<file path="src/rtl/mux16_rr_scheduler_pkg.sv">
// rtl/mux16_rr_scheduler_pkg.sv - shared constants, state type and helpers for the 16-way round-robin scheduler
package mux16_rr_scheduler_pkg;

    localparam int N_REQ = 16;
    localparam int SEL_W = 4;

    typedef enum logic {
        ST_IDLE  = 1'b0,
        ST_GRANT = 1'b1
    } state_t;

    // One-hot grant vector for a requester index
    function automatic logic [N_REQ-1:0] onehot16(input logic [SEL_W-1:0] idx);
        logic [N_REQ-1:0] v;
        v      = '0;
        v[idx] = 1'b1;
        return v;
    endfunction

endpackage

</file>
<file path="src/rtl/mux16_rr_scheduler_rr_pick16.sv">
// rtl/mux16_rr_scheduler_rr_pick16.sv - combinational circular priority encoder starting at ptr
module rr_pick16
    import mux16_rr_scheduler_pkg::*;
(
    input  logic [N_REQ-1:0] req,
    input  logic [SEL_W-1:0] ptr,
    output logic             found,
    output logic [SEL_W-1:0] idx
);

    // Scan ptr, ptr+1, ... with 4-bit wraparound; first set bit wins
    always_comb begin
        found = 1'b0;
        idx   = '0;
        for (int i = 0; i < N_REQ; i++) begin
            if (!found && req[ptr + SEL_W'(i)]) begin
                found = 1'b1;
                idx   = ptr + SEL_W'(i);
            end
        end
    end

endmodule

</file>
<file path="src/rtl/mux16_rr_scheduler.sv">
// rtl/mux16_rr_scheduler.sv - round-robin burst scheduler driving a shared 16:1 bit mux
module mux16_rr_scheduler
    import mux16_rr_scheduler_pkg::*;
#(
    parameter int BURST = 4
) (
    input  logic             clk,
    input  logic             rst,
    input  logic             en,
    input  logic [N_REQ-1:0] req,
    input  logic             mux_out,
    output logic [SEL_W-1:0] sel,
    output logic [N_REQ-1:0] gnt,
    output logic             gnt_valid,
    output logic             data_q,
    output logic             data_valid
);

    generate
        if (BURST < 1 || BURST > 15) begin : g_bad_burst
            $error("mux16_rr_scheduler: BURST must be in 1..15");
        end
    endgenerate

    localparam logic [SEL_W-1:0] BURST_C = SEL_W'(BURST);

    state_t           state;
    logic [SEL_W-1:0] ptr;
    logic [SEL_W-1:0] cnt;
    logic [SEL_W-1:0] search_base;
    logic [SEL_W-1:0] win;
    logic             found;
    logic             hold;

    // While a grant is held, any re-arbitration starts just past the holder,
    // which is exactly where ptr lands on release, so no bubble is needed.
    assign search_base = (state == ST_GRANT) ? sel + 4'd1 : ptr;
    assign hold        = req[sel] && en && (cnt < BURST_C);

    rr_pick16 u_pick (
        .req   (req),
        .ptr   (search_base),
        .found (found),
        .idx   (win)
    );

    // Arbitration FSM: grant, hold for up to BURST cycles, release and re-arbitrate
    always_ff @(posedge clk) begin
        if (rst) begin
            state     <= ST_IDLE;
            sel       <= '0;
            gnt       <= '0;
            gnt_valid <= 1'b0;
            ptr       <= '0;
            cnt       <= '0;
        end else begin
            case (state)
                ST_IDLE: begin
                    if (en && found) begin
                        state     <= ST_GRANT;
                        gnt       <= onehot16(win);
                        sel       <= win;
                        gnt_valid <= 1'b1;
                        cnt       <= 4'd1;
                    end
                end
                ST_GRANT: begin
                    if (hold) begin
                        cnt <= cnt + 4'd1;
                    end else begin
                        ptr <= sel + 4'd1;
                        if (en && found) begin
                            gnt <= onehot16(win);
                            sel <= win;
                            cnt <= 4'd1;
                        end else begin
                            state     <= ST_IDLE;
                            gnt       <= '0;
                            gnt_valid <= 1'b0;
                            cnt       <= '0;
                        end
                    end
                end
                default: state <= ST_IDLE;
            endcase
        end
    end

    // Capture the mux bit for the current holder; data_valid trails gnt_valid by one cycle
    always_ff @(posedge clk) begin
        if (rst) begin
            data_q     <= 1'b0;
            data_valid <= 1'b0;
        end else begin
            if (gnt_valid) begin
                data_q <= mux_out;
            end
            data_valid <= gnt_valid;
        end
    end

endmodule

</file>
<file path="config.mk">
export PLATFORM = sky130hd
export DESIGN_NAME = mux16_rr_scheduler
export DESIGN_NICKNAME = d
export VERILOG_FILES = /design/src/rtl/mux16_rr_scheduler_pkg.sv /design/src/rtl/mux16_rr_scheduler_rr_pick16.sv /design/src/rtl/mux16_rr_scheduler.sv
export SDC_FILE = /design/constraint.sdc
export NUM_CORES = 1
export LEC_CHECK = 0
export CORE_MARGIN = 2
export CORE_UTILIZATION = 40
export DETAILED_ROUTE_END_ITERATION = 6
export DONT_BUFFER_PORTS = 1
export GPL_TIMING_DRIVEN = 0
export SETUP_SLACK_MARGIN = 0.02
export SYNTH_ARGS = -nofsm -noshare
export SYNTH_HDL_FRONTEND = slang
export SYNTH_SLANG_ARGS = --single-unit
</file>
<file path="constraint.sdc">
create_clock -name clk -period 4.24 [get_ports clk]
set_input_delay 0.424 -clock clk [delete_from_list [all_inputs] [get_ports clk]]
set_output_delay 0.424 -clock clk [all_outputs]
set_load 0.005 [all_outputs]
</file>
; Word level (Yosys, flattened, before mapping)
; Index checks and enable logic that the tools add are counted.
[totals]
word_cells = 174
output_inout_bits = 23
ff_bits = 32
[op_classes]
bitwise_logic = 2
add_sub_neg = 17
reduce_logical = 37
eq_ne = 3
n_mux = 87
order_cmp = 20
[ops]
columns = op, count
row1 = $lt 4x5->1 const B, 18
row2 = $mux 4, 21
row3 = $bmux 1 s4, 17
row4 = $mux 16, 3
row5 = $mux 1, 40
row6 = $add 4x4->4 const B, 8
row7 = $pmux 16 s2, 1
row8 = $logic_and 1x1->1, 19
row9 = $add 4x3->4 const B, 4
row10 = $pmux 4 s2, 2
row11 = $logic_not 1->1, 15
row12 = $add 4x1->4 const B, 3
row13 = $add 4x2->4 const B, 2
row14 = $ne 2x2->1 const B, 3
row15 = $demux 1 s4, 1
row16 = $ge 4x1->1 const B, 1
row17 = $lt 4x3->1 const B, 1
row18 = $pmux 1 s2, 2
row19 = $reduce_and 2->1, 2
row20 = $reduce_and 3->1, 1
row21 = $not 1->1, 2

; Longest topological paths before layout
; Gate-level depths: netlist of run 1.
[logic_depth]
ltp_word = 57
depth_mapped = 20
mapped_depth_nobuf = 15

; Modules after synthesis
; A second synthesis of run 1 with hierarchy kept.
[hier_totals]
hier_cells = 432
area_unflattened_um2 = 4057.6
[modules_own_cells]
columns = module, area_each_um2, n_inst, seq_area_each_um2, cells_each
row1 = rr_pick16, 2474.9, 1, 0.0, 281
row2 = mux16_rr_scheduler, 1582.8, 1, 640.6, 151

; Worst setup path after synthesis of run 1
; Ideal clock, no wire load.
[synth_timing]
kind = flip-flop to flip-flop
startpoint = reg sel[1]
endpoint = reg gnt[0]
setup_slack_ps = -186
required_time_ps = 4123
period_less_slack_ps = 4426
path_stages_with_launch = 17
setup_time_ps = 117
t_arrival_ps = 4308
path_cell_list = dfxtp_1 -> ha_1 -> mux2i_2 -> clkinv_1 -> ha_1 -> xnor2_2 -> mux4_2 -> mux2i_2 -> nor3_1 -> and4_1 -> buf_2 -> a41o_1 -> buf_2 -> nor2_1 -> nor3_2 -> buf_6 -> a32o_1
[synth_via]
elab_chain_len = 57
[synth_rtl]
columns = element, line_no
row1 = "start, declared", mux16_rr_scheduler.sv:12  ; output logic [SEL_W-1:0] sel,
row2 = "start signal, assigned", mux16_rr_scheduler.sv:62  ; sel <= win;
row3 = "start signal, assigned", mux16_rr_scheduler.sv:74  ; sel <= win;
row4 = "parallel branches: the longest is 57 deep, another holds $add 4x1->4", n/a
row5 = "end signal, assigned", mux16_rr_scheduler.sv:61  ; gnt <= onehot16(win);
row6 = "end signal, assigned", mux16_rr_scheduler.sv:73  ; gnt <= onehot16(win);
row7 = "end, declared", mux16_rr_scheduler.sv:13  ; output logic [N_REQ-1:0] gnt,
; Parallel ways; which one is timed is not known. The select of a mux whose other input is x is not followed.
; A chain may end at the register's enable or synchronous reset.

; Worst setup path after layout of run 1
[layout_timing]
startpoint = reg sel[1]
endpoint = reg gnt[8]
; Same word-level chain as after synthesis.

==> impl_metrics.toml, run 1 <==
[floorplan]
ios = 43
die_x_um = 102.2
row_count = 35
core_um2 = 9284
die_h_um = 102.2
start_util = 0.4158
die-area_um2 = 10450

[synth]
synthArstFlopShare = 0
ys_types = 91
synth_top_area_share = 0.1660
synth.largest_area_cell = "dfxtp_1"
ys.flop_type = "dfxtp_1"
synth.area.top_cells = "dfxtp_1, mux2i_1, mux4_2"
synth_cells = 423
synth-seq-area-share = 0.1660
synth_seq_cells = 32
synth_common_cells = "nor2_1, mux2i_1, nand2_1, dfxtp_1, a21oi_1"
synth_edf_count = 0
synthesis.nets = 453
syn_area_um2 = 3860
synth_warnings = 0
synth.most_common_cell = "nor2_1"
syn_avg_cell_area_um2 = 9.125

[timing]
fin_crit_sh = 1.003
fmax_mhz = 235.0
rsz0062_at_grt = "true"
worst_slack_ps = -14.55
max-slew-margin-rel = 0.5548
tightest_slew_ps = 665.3
final_hold_viol_count = 0
skew_ps = 8.360
period_needed_ps = 4255
setup_viol = 1
maxSlewViolCount = 0

[placement]
hpwl_um = 9103
io_buffers = 0
dp_slack_ps = -974.9
placed_cell_area_um2 = 4043
place.gp.congestion = 1.001

[cts]
cts.sinks = 32
htreeDepth = 2
cts_tree = "done"
clock_path_buffers = 2
cts_hold_repair.buffers = 0
clk_pin_slew_ps = 70
cts_root_buf = "clkbuf_8"
cts_made_buffers = 5
worstSkewPairLatency_ps = 280

[worst_setup_path]
worst-path-max-fanout = 8
endpoint_kind = "register"
rr_startpoint = "sel[1]"
critical_path_class = "reg -> reg"
reg2reg_slack_ps = -10
crit_top_cell = "ha_4"
worstReg2RegEnd = "gnt[8]"
reg2reg_depth = 15
crit_chain = "ha_4 > mux2i_4 > buf_12 > ha_4 > xnor2_4 > mux4_2 > mux2_4 > or4_4 > nor4b_4 > buf_4 > a311oi_2 > a211oi_2 > or3_4 > a21oi_4 > a32o_1"
start_kind = "register"
cpPeakStageDelay_ps = 600
required_ps = 4410
cpLargestDelayFamily = "simple AND/OR/NAND/NOR gates"
cp.arrival_ps = 4430
path_buf_inv = 2
slowest_stage = "mux4_2"

[power]
p_per_area_nw_per_um2 = 510.2
leakage_nw = 1.830
vdd_ir_drop_max_v = 0.0001798

[layout]
regArea_um2 = 651.9
n_antenna_cell = 0
finalNetCount = 505
multi_input_area_um2 = 3436
nFillCells = 863
fin_area_um2 = 4950
drive_gt1_frac = 0.3895
area.growth.synth_to_final_pct = 28.23

[detailed_routing]
via_per_inst = 6.391
wire_per_inst_um = 20.99
drt_iter0_drc = 267
final_antenna_net_count = 0
wirelength_um = 12680
drc = 0
vias = 3860
drt-pass1-iter-count = 5

[global_route]
grt_antenna_before_repair = 0
grt_start_max_net_pins = 13
grt_first_pass_wirelength_um = 19650
track_usage = 0.2432
grt_remaining_overflow = 0
first_global_vias = 3697

[outcome]
violations = "negative setup slack"
status = "finished with violations"

[hold_path]
min_to = "data_q"
hold_path.startpoint = "mux_out"
hp-class = "in -> reg"
min_path_cells = 2

[job]
maxCapViolations = 0
## cell families after synthesis
logic type               share of synthesized area
adder cells (fa/ha/maj)                    0.03241
AND/OR/NAND/NOR                             0.2110
flip-flops                                  0.1660
buffers and inverters                      0.05316
multiplexers                                0.2723
AO/OA/AOI/OAI                               0.2314
XOR/XNOR                                   0.03372
## placed cells by master, fill, tap and decap left out, types with 6 or more instances in the layout
cell type	n
nor3_1	6
mux2_2	12
a32o_1	10
o31ai_2	6
nand2_1	31
buf_4	48
a22oi_1	7
nand3_1	10
o211ai_1	6
o21ai_0	10
mux2i_1	33
and3_1	6
dfxtp_1	29
ha_1	6
nor2_1	37
mux2i_4	9
a21oi_1	18
mux4_2	16
## worst reg2reg max path, delay by kind of cell (launching register included)
family	cells	cell delay, ps
AND/OR/NAND/NOR	3	1030
flip-flops	1	400
adder cells (fa/ha/maj)	2	470
multiplexers	3	990
XOR/XNOR	1	270
buffers and inverters	2	320
AO/OA/AOI/OAI	4	670
## layout make-up
cell class                 instances  area share
tap                              129     0.03261
buffer                            18     0.03615
inverter                           8     0.01011
multi-input combinational        362      0.6941
sequential                        32      0.1317
clock inverter                     1    0.001011
timing repair buffer              48     0.07963
clock buffer                       6     0.01466
## where the power goes
group | switching, mW | internal [mW] | total, mW
logic | 1.08 | 0.848 | 1.93
registers | 0.0397 | 0.334 | 0.374
clock network | 0.108 | 0.111 | 0.219
total | 1.23 | 1.29 | 2.53
## flip-flops by register name, indices dropped and copies added (netlist names)
signal      count
data_q          1
data_valid      1
gnt_valid       1
state           1
ptr             4
gnt            16
cnt             4
sel             4
## metal layers
layer,vias to the layer above,part of all wire,track usage
met1,1882,0.43,0.3225
met2,161,0.47,0.4119
met3,31,0.066,0.03146
met4,0,0.028,0.07795
li1,1786,-,-
met5,-,0,0
## how the worst max path moves through the flow
stage               slack [ps]  startpoint       to  cells past startpoint
floorplan                   50      sel[1]   gnt[0]                     17
global placement          -920      sel[1]   gnt[5]                     14
detailed placement        -970      sel[1]   gnt[5]                     14
CTS                        -20      sel[1]  gnt[15]                     15
global route              -170      sel[1]   gnt[4]                     17
finish                     -10      sel[1]   gnt[8]                     15
## stage by stage
stage	power, mW	hold slack (ps)	setup TNS (ps)	util	instances
after floorplan	1.492	446.9	0	-	423
final	2.525	297.3	-14.55	0.5332	604
after detailed placement	1.833	470.0	-20920	0.4354	552
after global routing	2.677	307.4	-2430	0.5332	604
after global placement	1.813	462.0	-19590	0.4354	552
after CTS	2.361	297.6	-142.5	0.5053	591
## timing repair
item | in CTS | in global routing
cloned | 0 | 1
pin swaps | 27 | 26
setup endpoints to repair | 26 | 24
resized for setup | 62 | 33
setup buffers | 34 | 13
Power figures use the tool's default switching activity.
==> run 2: changes to the inputs <==
==> constraint.sdc (replaced) <==
create_clock -name clk -period 4.1 [get_ports clk]
set_input_delay 0.41 -clock clk [delete_from_list [all_inputs] [get_ports clk]]
set_output_delay 0.41 -clock clk [all_outputs]
set_load 0.005 [all_outputs]
==> impl_metrics.toml, run 2 (synthesized netlist as in run 1, its figures left out) <==
[layout]
area.growth.synth_to_final_pct = 31.38
layout_commonest_cell = "buf_4"
regArea_um2 = 649.4
largest_reg_flops = 16
multi_input_area_um2 = 3457
final_util = 0.5462
drive_gt1_frac = 0.4025
layout.cells.non_filler = 611
finalNetCount = 511
n_antenna_cell = 0
final_cell_mix = "buf_4, nor2_1, mux2i_1"
nFillCells = 855
largest-register = "gnt"

[cts]
cts_hold_repair.buffers = 0
worstSkewPairLatency_ps = 280
clk_pin_slew_ps = 70
htreeDepth = 2
cts_tree = "done"
cts_made_buffers = 5
clock_path_buffers = 2
cts.sinks = 32
cts_root_buf = "clkbuf_8"

[global_route]
grt_start_max_net_pins = 13
use_met2 = 0.4038
grt.met1_usage = 0.3433
track_usage = 0.2484
top_usage_layer = "met2"
grt_remaining_overflow = 0
grt_first_pass_wirelength_um = 20030
grt_antenna_before_repair = 0
first_global_vias = 3761
met3_usage = 0.02189

[timing]
skew_ps = 4.162
tightest_slew_ps = 621.7
fin_crit_sh = 1.051
period_needed_ps = 4309
maxSlewViolCount = 0
setup_viol = 19
setup_tns_ps = -2715
max-slew-margin-rel = 0.5840
rsz0062_at_grt = "true"
final_hold_viol_count = 0
fmax_mhz = 232.1
timing.hold.ws_ps = 296.8
worst_slack_ps = -208.6

[detailed_routing]
final_antenna_net_count = 0
drc = 0
wirelength_um = 12710
drt-pass1-iter-count = 5
vias = 3913
via_per_inst = 6.404
drt_iter0_drc = 284
wire_per_inst_um = 20.81

[worst_setup_path]
endpoint = "gnt[5]"
start_kind = "register"
reg2reg_depth = 15
critPathLaunch = "sel[1]"
cp.arrival_ps = 4480
worstReg2RegEnd = "gnt[5]"
critical_path_class = "reg -> reg"
worst-path-max-fanout = 8
reg2reg_slack_ps = -210
rr_startpoint = "sel[1]"
endpoint_kind = "register"
required_ps = 4270

[outcome]
status = "finished with violations"
violations = "negative setup slack"

[floorplan]
die_h_um = 102.2
core_um2 = 9284
ios = 43
die-area_um2 = 10450
die_x_um = 102.2
row_count = 35
start_util = 0.4158

[hold_path]
hp-class = "in -> reg"
min_path_cells = 2

[placement]
hpwl_um = 9043
io_buffers = 0
dp.cells = 552
place.gp.congestion = 0.9333

[power]
leakage_nw = 1.884
vdd_ir_drop_max_v = 0.0002233
p_per_area_nw_per_um2 = 536.2

[job]
maxCapViolations = 0
## run 2: cell types whose count changed in the layout (fill, tap and decap cells not counted), moves of 2 or more
| cell | delta |
|---|---|
| buf_6 | +4 |
| o31ai_1 | -3 |
| o31ai_2 | +3 |
| buf_4 | +2 |
## run 2: worst min path at each step
| stage | startpoint | endpoint | slack [ps] |
|---|---|---|---|
| 6_report | mux_out | data_q | 300 |
| 3_5_place_dp | gnt[2] | gnt[2] | 470 |
| 4_1_cts | mux_out | data_q | 300 |
| 5_1_grt | mux_out | data_q | 290 |
| 3_3_place_gp | gnt[2] | gnt[2] | 460 |
| 2_1_floorplan | gnt[10] | gnt[10] | 450 |
## run 2: repair_timing
action                                  4_1_cts  5_1_grt
setup buffers                                38       14
endpoints found under the setup margin       26       24
pin swaps                                    28       26
cloned                                        1        0
gates resized for setup                      57       37
## run 2: layout make-up
cell class | instances | area share
plain buffers | 19 | 0.03775
repair buffers | 53 | 0.08956
inverters | 8 | 0.009869
multi-input cells | 362 | 0.6817
clock buffers | 6 | 0.01431
flip-flops and latches | 32 | 0.1281
clock inverters | 2 | 0.006908
well taps | 129 | 0.03183
## run 2: through the flow
| stage | setup slack [ps] | cell area [um2] | power, mW |
|---|---|---|---|
| after floorplan | 20.13 | 3915 | 1.562 |
| after global placement | -920.1 | 4076 | 1.908 |
| after detailed placement | -1009 | 4076 | 1.922 |
| after CTS | -173.9 | 4777 | 2.531 |
| after global routing | -321.0 | 5071 | 2.872 |
| final | -208.6 | 5071 | 2.719 |
## run 2: where the power goes
group | leakage [nW] | total [mW] | internal (mW) | switching (mW)
Combinational | 1.57 | 2.04 | 0.887 | 1.15
Clock | 0.0552 | 0.295 | 0.180 | 0.115
Sequential | 0.262 | 0.387 | 0.346 | 0.0413
## run 2: layer usage
layer	vias up	wire length, um
li1	1790	-
met1	1928	5445
met2	165	6024
met3	30	854
met4	0	389
met5	-	0
## run 2: worst max-delay path, cell delays in order (launching register included)
cell      delay (ps)
dfxtp_4          400
ha_4             180
xor2_2           160
mux2i_4          250
inv_6             90
xnor2_4          280
mux4_2           610
mux2_4           330
or4_4            530
nor4b_4          240
buf_6            160
a311oi_4          50
a211oi_2         300
or3_4            250
a21oi_4           90
a32o_1           260
